==> config.mk <==
export PLATFORM = sky130hd
export DESIGN_NAME = maxnet_controller
export DESIGN_NICKNAME = d
export VERILOG_FILES = /design/src/rtl/maxnet_controller.sv
export SDC_FILE = /design/constraint.sdc
export NUM_CORES = 1
export LEC_CHECK = 0
export CORE_AREA = 5 5 86 88
export CTS_CLUSTER_SIZE = 10
export DETAILED_ROUTE_END_ITERATION = 8
export DIE_AREA = 0 0 91 93
export MAX_ROUTING_LAYER = met4
export PLACE_DENSITY_LB_ADDON = 0.3
export SLEW_MARGIN = 20
export SYNTH_ARGS = -nofsm -noshare
export SYNTH_HDL_FRONTEND = slang
export SYNTH_SLANG_ARGS = --single-unit
export TNS_END_PERCENT = 30
==> constraint.sdc <==
create_clock -name clk -period 1.69 [get_ports clk]
set_input_delay 0.169 -clock clk [delete_from_list [all_inputs] [get_ports clk]]
set_output_delay 0.169 -clock clk [all_outputs]
set_load 0.02 [all_outputs]
==> src/rtl/maxnet_controller.sv <==
// Sequencing FSM for the MaxNet datapath: runs load-strobe iterations until the
// datapath reports convergence or the iteration limit, then presents the winner.
module maxnet_controller #(
  parameter int MUL_CYCLES = 1,
  parameter int ACC_CYCLES = 1,
  parameter int MAX_ITER   = 32,
  parameter int ITER_W     = 8
) (
  input  logic              clk,
  input  logic              rst,
  input  logic              start,
  output logic              in_ready,
  output logic              ldI,
  output logic              ldInit,
  output logic              ldM,
  output logic              ldRes,
  output logic              ldA,
  input  logic              dp_done,
  input  logic [31:0]       dp_max,
  output logic              busy,
  output logic              res_valid,
  input  logic              res_ack,
  output logic [31:0]       res_max,
  output logic              timeout,
  output logic [ITER_W-1:0] iter_count
);

  localparam logic [2:0] S_IDLE  = 3'd0;
  localparam logic [2:0] S_INIT  = 3'd1;
  localparam logic [2:0] S_CHECK = 3'd2;
  localparam logic [2:0] S_MUL   = 3'd3;
  localparam logic [2:0] S_ACC   = 3'd4;
  localparam logic [2:0] S_UPD   = 3'd5;
  localparam logic [2:0] S_HOLD  = 3'd6;

  localparam logic [3:0]        MUL_LAST = 4'(MUL_CYCLES - 1);
  localparam logic [3:0]        ACC_LAST = 4'(ACC_CYCLES - 1);
  localparam logic [ITER_W-1:0] ITER_LIM = ITER_W'(MAX_ITER);
  localparam logic [ITER_W-1:0] ITER_SAT = {ITER_W{1'b1}};

  logic [2:0]        state_q, state_d;
  logic [3:0]        sub_q, sub_d;
  logic [ITER_W-1:0] iter_q, iter_d;
  logic [31:0]       max_q, max_d;
  logic              tmo_q, tmo_d;

  always_comb begin
    state_d = state_q;
    sub_d   = sub_q;
    iter_d  = iter_q;
    max_d   = max_q;
    tmo_d   = tmo_q;
    case (state_q)
      S_IDLE: begin
        if (start) begin
          iter_d  = '0;
          tmo_d   = 1'b0;
          state_d = S_INIT;
        end
      end
      S_INIT: state_d = S_CHECK;
      S_CHECK: begin
        // convergence wins over the limit when both hold on the same check
        if (dp_done) begin
          max_d   = dp_max;
          state_d = S_HOLD;
        end else if (iter_q == ITER_LIM) begin
          max_d   = '0;
          tmo_d   = 1'b1;
          state_d = S_HOLD;
        end else begin
          sub_d   = '0;
          state_d = S_MUL;
        end
      end
      S_MUL: begin
        if (sub_q == MUL_LAST) begin
          sub_d   = '0;
          state_d = S_ACC;
        end else begin
          sub_d = sub_q + 4'd1;
        end
      end
      S_ACC: begin
        if (sub_q == ACC_LAST) begin
          sub_d   = '0;
          state_d = S_UPD;
        end else begin
          sub_d = sub_q + 4'd1;
        end
      end
      S_UPD: begin
        if (iter_q != ITER_SAT) iter_d = iter_q + ITER_W'(1);
        state_d = S_CHECK;
      end
      S_HOLD: begin
        if (res_ack) state_d = S_IDLE;
      end
      default: state_d = S_IDLE;
    endcase
  end

  always_ff @(posedge clk or posedge rst) begin
    if (rst) begin
      state_q <= S_IDLE;
      sub_q   <= '0;
      iter_q  <= '0;
      max_q   <= '0;
      tmo_q   <= 1'b0;
    end else begin
      state_q <= state_d;
      sub_q   <= sub_d;
      iter_q  <= iter_d;
      max_q   <= max_d;
      tmo_q   <= tmo_d;
    end
  end

  // strobes decode the registered state only; start is the lone Mealy term
  assign in_ready   = (state_q == S_IDLE);
  assign ldI        = in_ready & start;
  assign ldInit     = (state_q == S_INIT);
  assign ldM        = (state_q == S_MUL);
  assign ldRes      = (state_q == S_ACC);
  assign ldA        = (state_q == S_UPD);
  assign busy       = ~in_ready;
  assign res_valid  = (state_q == S_HOLD);
  assign res_max    = max_q;
  assign timeout    = tmo_q;
  assign iter_count = iter_q;

endmodule
# [Word level (Yosys, flattened, before mapping)]
# Index checks and enable logic that the tools add are counted.
[totals] ff_bits=48 in_bits=37 output_inout_bits=49 wordCells=58
[classes] add_sub_neg=2 n_eq_ne=16 n_mux=20 bitwise=2 reduce_logical=13
[ops] operator="$mux 32" n=2
[ops] operator="$mux 3" n=6
[ops] operator="$pmux 3 s6" n=1
[ops] operator="$mux 8" n=2
[ops] operator="$pmux 8 s2" n=1
[ops] operator="$mux 4" n=3
[ops] operator="$eq 3x3->1 const B" n=3
[ops] operator="$add 8x1->8 const B" n=1
[ops] operator="$eq 8x6->1 const B" n=1
[ops] operator="$ne 2x1->1 const B" n=4
[ops] operator="$ne 2x2->1 const B" n=4
[ops] operator="$ne 8x8->1 const B" n=1
[ops] operator="$pmux 4 s2" n=1
[ops] operator="$reduce_and 4->1" n=2
[ops] operator="$reduce_bool 2->1" n=4
[ops] operator="$eq 3x2->1 const B" n=2
[ops] operator="$reduce_and 3->1" n=2
[ops] operator="$add 4x1->4 const B" n=1
[ops] operator="$logic_not 4->1" n=1
[ops] operator="$reduce_or 2->1" n=2
[ops] operator="$eq 3x1->1 const B" n=1
[ops] operator="$logic_not 3->1" n=1
[ops] operator="$mux 1" n=3
[ops] operator="$pmux 1 s2" n=1
[ops] operator="other kinds (3)" n=3

# [Depth between registers and ports, before layout]
# Gate-level depths: netlist (run 1).
[depth] depth_word=4 ltp_mapped=7

# [Least setup slack after synthesis (run 1)]
# No wires, ideal clock.
[synth_path] kind="register -> register" from="register state_q[0]" to="register sub_q[2]" setup_ns=0.083 arrival_ns=1.766 t_required_ns=1.607 slack_ns=-0.158 stages_incl_launch_ff=6 n_path_buf=1 synth_period_minus_slack_ns=1.848 path_cell_list="dfrtp_1 > buf_6 > nor3b_1 > o21ai_0 > or3_1 > o21ai_0"
[synth_via] elab_chain_len=4 elab_cells_between_ends=9 cone_classes="eq/ne (5); mux (1); reduce/logical (3)"
[synth_lines] item="from (decl)" line_no="41" text="logic [2:0] state_q, state_d;"
[synth_lines] item="from (signal assigned)" line_no="111" text="state_q <= state_d;"
[synth_lines] item="$eq 3x3->1 (*)"
[synth_lines] item="named net ldRes" line_no="16" text="output logic ldRes,"
[synth_lines] item="$reduce_or 2->1 (no source line) (*)"
[synth_lines] item="$reduce_bool 2->1 (no source line)"
[synth_lines] item="$reduce_and 3->1 (no source line)"
[synth_lines] item="to (signal assigned)" line_no="112" text="sub_q <= sub_d;"
[synth_lines] item="to (decl)" line_no="42" text="logic [3:0] sub_q, sub_d;"
# The timed path passes the listed nets; every way through them passes the cells marked *.
# A chain may end at the register's enable or synchronous reset.

# [Worst setup path after layout (run 1)]
[layout_path] from="register iter_q[1], in the netlist iter_count[1]" to="register max_q[13], in the netlist res_max[13]"
[layout_via] elab_chain_len=3
[layout_lines] item="from (decl)" line_no="43" text="logic [ITER_W-1:0] iter_q, iter_d;"
[layout_lines] item="from (signal assigned)" line_no="113" text="iter_q <= iter_d;"
[layout_lines] item="$eq 8x6->1" line_no="67" text="end else if (iter_q == ITER_LIM) begin"
[layout_lines] item="$reduce_bool 2->1 (no source line)"
[layout_lines] item="$reduce_and 2->1 (no source line)"
[layout_lines] item="to (signal assigned)" line_no="114" text="max_q <= max_d;"
[layout_lines] item="to (decl)" line_no="44" text="logic [31:0] max_q, max_d;"
# No other way between the ends.

==> results of run 1 <==
[where the power goes]
group / total [mW] / switching [mW] / internal, mW
combinational: 3.48 / 1.68 / 1.81
sequential: 1.86 / 0.272 / 1.59
clock: 0.748 / 0.412 / 0.336
total: 6.09 / 2.36 / 3.73
[cell usage in the layout, fill, tap and decap left out, types with 3 or more instances in the layout]
cell type and instances:
buf_4 27, nand2_1 12, a22o_1 35, dfrtp_1 48, a21o_1 3, buf_12 4
clkbuf_8 6, ha_1 3, clkbuf_16 3, or3_1 3, o21ai_0 8, a21oi_1 5
clkdlybuf4s50_1 77, nand3_1 3, inv_1 8, nor2_1 5, and3_1 3
[cell families (layout without fill, tap and decap cells)]
| kind of cell | count (synthesis) | count (layout) | synth area share [%] |
|---|---|---|---|
| adder cells (fa/ha/maj) | 4 | 4 | 2.27 |
| AO/OA/AOI/OAI | 69 | 69 | 24.6 |
| multiplexers | 1 | 1 | 0.454 |
| flip-flops | 48 | 48 | 54.5 |
| buffers and inverters | 25 | 139 | 5.22 |
| AND/OR/NAND/NOR | 47 | 47 | 11.8 |
| XOR/XNOR | 3 | 3 | 1.19 |
[registers in the layout, summed over array words and instances (netlist names)]
register	cells
iter_count	8
res_max	32
timeout	1
state_q	3
sub_q	4
[critical path: cells and delay by family, from the launching register on]
family                     cells  cell delay, ns
AOI/OAI and AO/OA              2            0.37
buffers and inverters          2            0.28
DFF                            1            0.44
and+or+nand+nor                2            0.35
adders and majority gates      1            0.12
[what timing repair did]
action,CTS,global route
cloned,0,3
gates resized for setup,18,21
endpoints found under the hold margin,0,0
buffers inserted,0,4
endpoints found under the setup margin,10,42
pin swaps,1,7
[path summary, 6_finish.rpt]
path / start / endpoint / slack (ns) / cells after the start
hold reg to reg: res_max[10] / res_max[10] / 0.51 / 1
min in group clk: dp_max[4] / res_max[4] / 0.46 / 2
setup / recovery: iter_count[1] / res_max[13] / 0.01 / 7
hold / removal: rst / iter_count[1] / 0.22 / 3
max in group asynchronous: rst / res_max[29] / 1.19 / 3
setup reg to reg: iter_count[1] / res_max[13] / 0.01 / 7
[layout make-up]
class,count,share of cell area (%)
clock buffers,6,2.30
clock inverters,2,0.383
multi-input cells,124,26.6
repair buffers,120,33.3
well taps,80,2.78
inverters,11,1.15
flip-flops and latches,48,33.4
[metal layers]
layer	vias to the layer above	track usage, %	wire (um)
li1	947	-	-
met1	985	17.1	2750
met4	0	4.77	65
met5	-	-	0
met2	47	24.5	3330
met3	7	2.09	249
[stage by stage]
step                      util [%]  TNS (ns)  cell area [sq um]
after floorplan                  -         0               2210
after global placement        50.8    -0.182               3330
after detailed placement      50.8    -0.298               3330
after CTS                     52.2         0               3430
after global routing          54.7    -0.963               3590
final                         54.7         0               3590
==> run_results.csv, run 1 <==
group,metric,value,unit
status,status,"finished clean",
timing,timing.hold.ws,0.218,ns
layout,multi_input_area,957,sq um
synth,netlist_area,2200,sq um
floorplan,rows,30,
synth,synth.net_count,238,
timing,report.final.slew_viol_count,0,
clocking,clk_latency,0.30,ns
critical_path,cp_slowest_cell,"dfrtp_1",
synth,synth_flop_cell,"dfrtp_1",
layout,final_cells,391,
timing,finalSetupViolCount,0,
synth,synthTopCellsByArea,"dfrtp_1 54%, a22o_1 14%, ha_1 2.3%",
synth,synth_seq_cells,48,
grt,grt_pass1_wl,9660,um
floorplan,ios,86,
grt,grt.overflow.total,0,
floorplan,initial_utilization,33.6,%
place,dp_slack,-0.115,ns
clocking,max-clock-path-buffers,2,
timing,hold_viol_final,0,
detailed_routing,wirelength,6390,um
floorplan,fp.dieArea,8460,sq um
flow_run,maxCapViolations,0,
timing,rsz0062_at_grt,"yes",
place,port_buffers,85,
timing,clock_skew,0.00654,ns
detailed_routing,drc,0,
timing,fin_crit_sh,99.4,%
critical_path,critPathRequiredTime,1.88,ns
critical_path,cp_max_fo,16,
grt,grt_max_degree,33,
place,dp_hpwl,4390,um
hold_path,hold_class,"input port to async pin",
layout,nets,351,
timing,fin_ws,0.00984,ns
layout,layout-drive-gt1-share,19.6,%
timing,fin_crit,1.68,ns
floorplan,core_area,6570,sq um
detailed_routing,drt_first_pass_iters,4,
timing,tightest_slew,0.340,ns
clocking,cts.clk_slew.worst_paths,0.10,ns
detailed_routing,initialDrtViolationCount,63,
critical_path,max_stage_delay,0.44,ns
timing,relSlewSlack,77.4,%
place,placed_cells,376,
clocking,htreeDepth,2,
layout,fillerInstances,592,
clocking,cts_sinks,48,
detailed_routing,ant_nets,0,
synth,synth_common_cells,"48 x dfrtp_1, 35 x a22o_1, 13 x nand2_1",
power,ir_drop,0.943,mV
floorplan,die_y,93,um
critical_path,critPathLaunchType,"flop",
clocking,cts_buffers,5,
clocking,cts-root-buf,"clkbuf_8",
synth,avgSynthCellArea,11.2,sq um
detailed_routing,vias,1986,
critical_path,cp_cell_sequence,"inv_2 > ha_4 > and4bb_2 > a21o_1 > nand2_4 > clkbuf_16 > a22o_1",
clocking,cts_tree,"done",
power,p_per_area,1690,nW/um^2
critical_path,crit_arrival,1.87,ns
timing,fmax,0.595,GHz
layout,seq_area,1200,sq um
detailed_routing,wl_per_cell,16.3,um
synth,synthArstFlopShare,100,%
synth,synth_warnings,0,
synth,synthDistinctLibCells,43,
synth,yosysTopAreaCellShare,54.5,%
grt,grt_antenna_before_repair,0,
synth,synth_top_area_cell,"dfrtp_1",
synth,syn-instance-count,197,
power,total_leakage_power,1.67,nW
critical_path,critPathKind,"flop to flop",
clocking,holdBufCountCts,0,
detailed_routing,via_per_inst,5.08,
floorplan,die_w,91,um
place,gp_congestion,0.797,
grt,grtUsageTotal,14.2,%
layout,area_delta_synth_final,63.1,%
synth,synth_edf_count,0,
synth,seq_area_frac_synth,54.5,%
layout,diodes,0,
power,power,6.09,mW
synth,synth_most_common_cell,"dfrtp_1",
critical_path,endpoint_kind,"flop",
grt,grt_pass1_vias,2028,
(Power assumes the default switching activity.)
==> run 2: changes to the inputs <==
--- a/config.mk
+++ b/config.mk
@@ -5,10 +5,13 @@
 export SDC_FILE = /design/constraint.sdc
 export NUM_CORES = 1
 export LEC_CHECK = 0
-export CORE_AREA = 5 5 86 88
+export ABC_CLOCK_PERIOD_IN_PS = 1690
+export CELL_PAD_IN_SITES_DETAIL_PLACEMENT = 0
+export CELL_PAD_IN_SITES_GLOBAL_PLACEMENT = 2
+export CORE_AREA = 5 5 102 104
 export CTS_CLUSTER_SIZE = 10
 export DETAILED_ROUTE_END_ITERATION = 8
-export DIE_AREA = 0 0 91 93
+export DIE_AREA = 0 0 107 109
 export MAX_ROUTING_LAYER = met4
 export PLACE_DENSITY_LB_ADDON = 0.3
 export SLEW_MARGIN = 20
==> run_results.csv, run 2 (synthesis gave the netlist of run 1 again) <==
group,metric,value,unit
clocking,cts_tree,"done",
power,power_frac_comb,55.9,%
status,failed_checks,"negative setup slack",
layout,layout_commonest_cell,"clkdlybuf4s50_1",
detailed_routing,wirelength,6620,um
detailed_routing,via_per_inst,4.55,
layout,largest_reg_flops,32,
grt,grt_antenna_before_repair,0,
detailed_routing,initialDrtViolationCount,81,
timing,clock_skew,0.00869,ns
timing,finalSetupViolCount,1,
floorplan,die_w,107,um
layout,area_delta_synth_final,60.9,%
detailed_routing,drc,0,
critical_path,crit_family,"compound AO/OA/AOI/OAI gates",
critical_path,critPathKind,"flop to flop",
clocking,cts.clk_slew.worst_paths,0.10,ns
critical_path,endpoint_kind,"flop",
timing,hold_viol_final,0,
power,switching_share,38.9,%
timing,fin_ws,-0.000876,ns
layout,most-common-layout-cells,"75 x clkdlybuf4s50_1, 48 x dfrtp_1, 35 x a22o_1, 33 x buf_4, 12 x nand2_1",
place,dp_hpwl,4670,um
grt,grt_max_degree,33,
timing,tightest_slew,0.418,ns
power,p_per_area,1660,nW/um^2
layout,layout-drive-gt1-share,18.8,%
clocking,clk_latency,0.30,ns
clocking,cts_sinks,48,
clocking,cts_buffers,5,
place,gp_congestion,0.732,
floorplan,core_area,9460,sq um
status,status,"finished with violations",
flow_run,maxCapViolations,0,
grt,grtUsageTotal,11.3,%
critical_path,critPathRequiredTime,1.88,ns
power,seq_power_share,31.3,%
critical_path,cp_cell_sequence,"buf_6 > or3b_4 > a21o_1 > o21a_4 > a211o_1",
layout,nets,353,
critical_path,max_stage_delay,0.39,ns
power,clockPowerShare,12.7,%
timing,rsz0062_at_grt,"yes",
hold_path,hold_class,"input port to async pin",
floorplan,ios,86,
grt,grt.overflow.total,0,
power,cell_internal_pwr,3.60,mW
clocking,cts-root-buf,"clkbuf_8",
place,dp_slack,-0.127,ns
power,power_switching,2.29,mW
detailed_routing,vias,1944,
floorplan,rows,36,
grt,grt_pass1_wl,10200,um
floorplan,fp.dieArea,11700,sq um
power,ir_drop,0.597,mV
grt,grt_pass1_vias,1972,
place,placed_cells,417,
timing,fin_crit_sh,100,%
power,total_leakage_power,1.69,nW
layout,diodes,0,
floorplan,initial_utilization,23.3,%
layout,final_cells,427,
critical_path,critPathLaunchType,"flop",
detailed_routing,ant_nets,0,
timing,report.final.slew_viol_count,0,
floorplan,die_y,109,um
clocking,max-clock-path-buffers,2,
critical_path,cp_max_fo,12,
clocking,htreeDepth,2,
timing,fin_crit,1.69,ns
critical_path,critPathBufInv,1,
detailed_routing,wl_per_cell,15.5,um
timing,relSlewSlack,72.1,%
detailed_routing,drt_first_pass_iters,4,
critical_path,cp_slowest_cell,"dfrtp_1",
timing,fmax,0.591,GHz
critical_path,crit_arrival,1.88,ns
place,port_buffers,85,
==> run 2: cell types whose count changed in the layout (fill, tap and decap cells not counted), sizes merged <==
| cell | before | now |
|---|---|---|
| buf | 34 | 40 |
| clkbuf | 11 | 7 |
| clkdlybuf4s15 | 2 | 0 |
| clkdlybuf4s50 | 77 | 75 |
| dlygate4sd2 | 2 | 4 |
| dlymetal6s2s | 0 | 2 |
==> run 2: through the flow <==
step,cell area [sq um],total power [mW],util (%),hold WS (ns),TNS [ns]
global route,3550,6.27,37.5,0.214,-0.813
floorplan,2210,3.58,-,0.309,0
CTS,3520,5.92,37.2,0.200,0
detailed placement,3420,5.16,36.1,0.481,-0.737
finish,3550,5.89,37.5,0.202,-0.000876
global placement,3420,5.17,36.1,0.481,-0.265
==> run 2: final timing paths <==
path | end | slack, ns | cells after the start | start
max | iter_count[2] | -0.0009 | 5 | state_q[0]
min | iter_count[6] | 0.20 | 3 | rst
max reg2reg | iter_count[2] | -0.0009 | 5 | state_q[0]
min reg2reg | res_max[29] | 0.51 | 1 | res_max[29]
max in group asynchronous | res_max[21] | 1.11 | 3 | rst
min in group clk | res_max[5] | 0.46 | 2 | dp_max[5]
==> run 2: layout make-up <==
cell class / count / area, sq um
Fill cell: 959 / 5910
Sequential cell: 48 / 1200
Timing Repair Buffer: 122 / 1150
Multi-Input combinational cell: 124 / 911
Tap cell: 114 / 143
Clock buffer: 6 / 82.6
Inverter: 11 / 41.3
Clock inverter: 2 / 13.8
==> run 2: per-layer routing <==
metal	up-vias	wire length, um	track usage [%]	part of all wire (%)
li1	952	-	-	-
met1	939	3100	15.1	47
met2	51	3270	17.9	49
met3	2	217	1.95	3.3
met4	0	35	2.74	0.53
met5	-	0	-	0
==> run 2: timing repair <==
action	4_1_cts	5_1_grt
gates resized for setup	21	9
pin swaps	1	0
cloned	0	1
setup endpoints to repair	41	39
buffers inserted	1	0
hold buffers	0	0
==> run 2: worst register-to-register path: cells and delay by family (launching register included) <==
| family | cells | cell delay, ns |
|---|---|---|
| and+or+nand+nor | 1 | 0.40 |
| AOI/OAI and AO/OA | 3 | 0.64 |
| DFF | 1 | 0.39 |
| buffers and inverters | 1 | 0.15 |
==> run 2: power groups by stage <==
stage                     Clock, mW  Sequential, mW  Combinational [mW]
after floorplan                   0            2.30                1.28
after CTS                     0.777            1.84                3.30
after detailed placement          0            1.84                3.32
after global routing          0.821            1.90                3.55
final                         0.751            1.84                3.29
after global placement            0            1.85                3.32
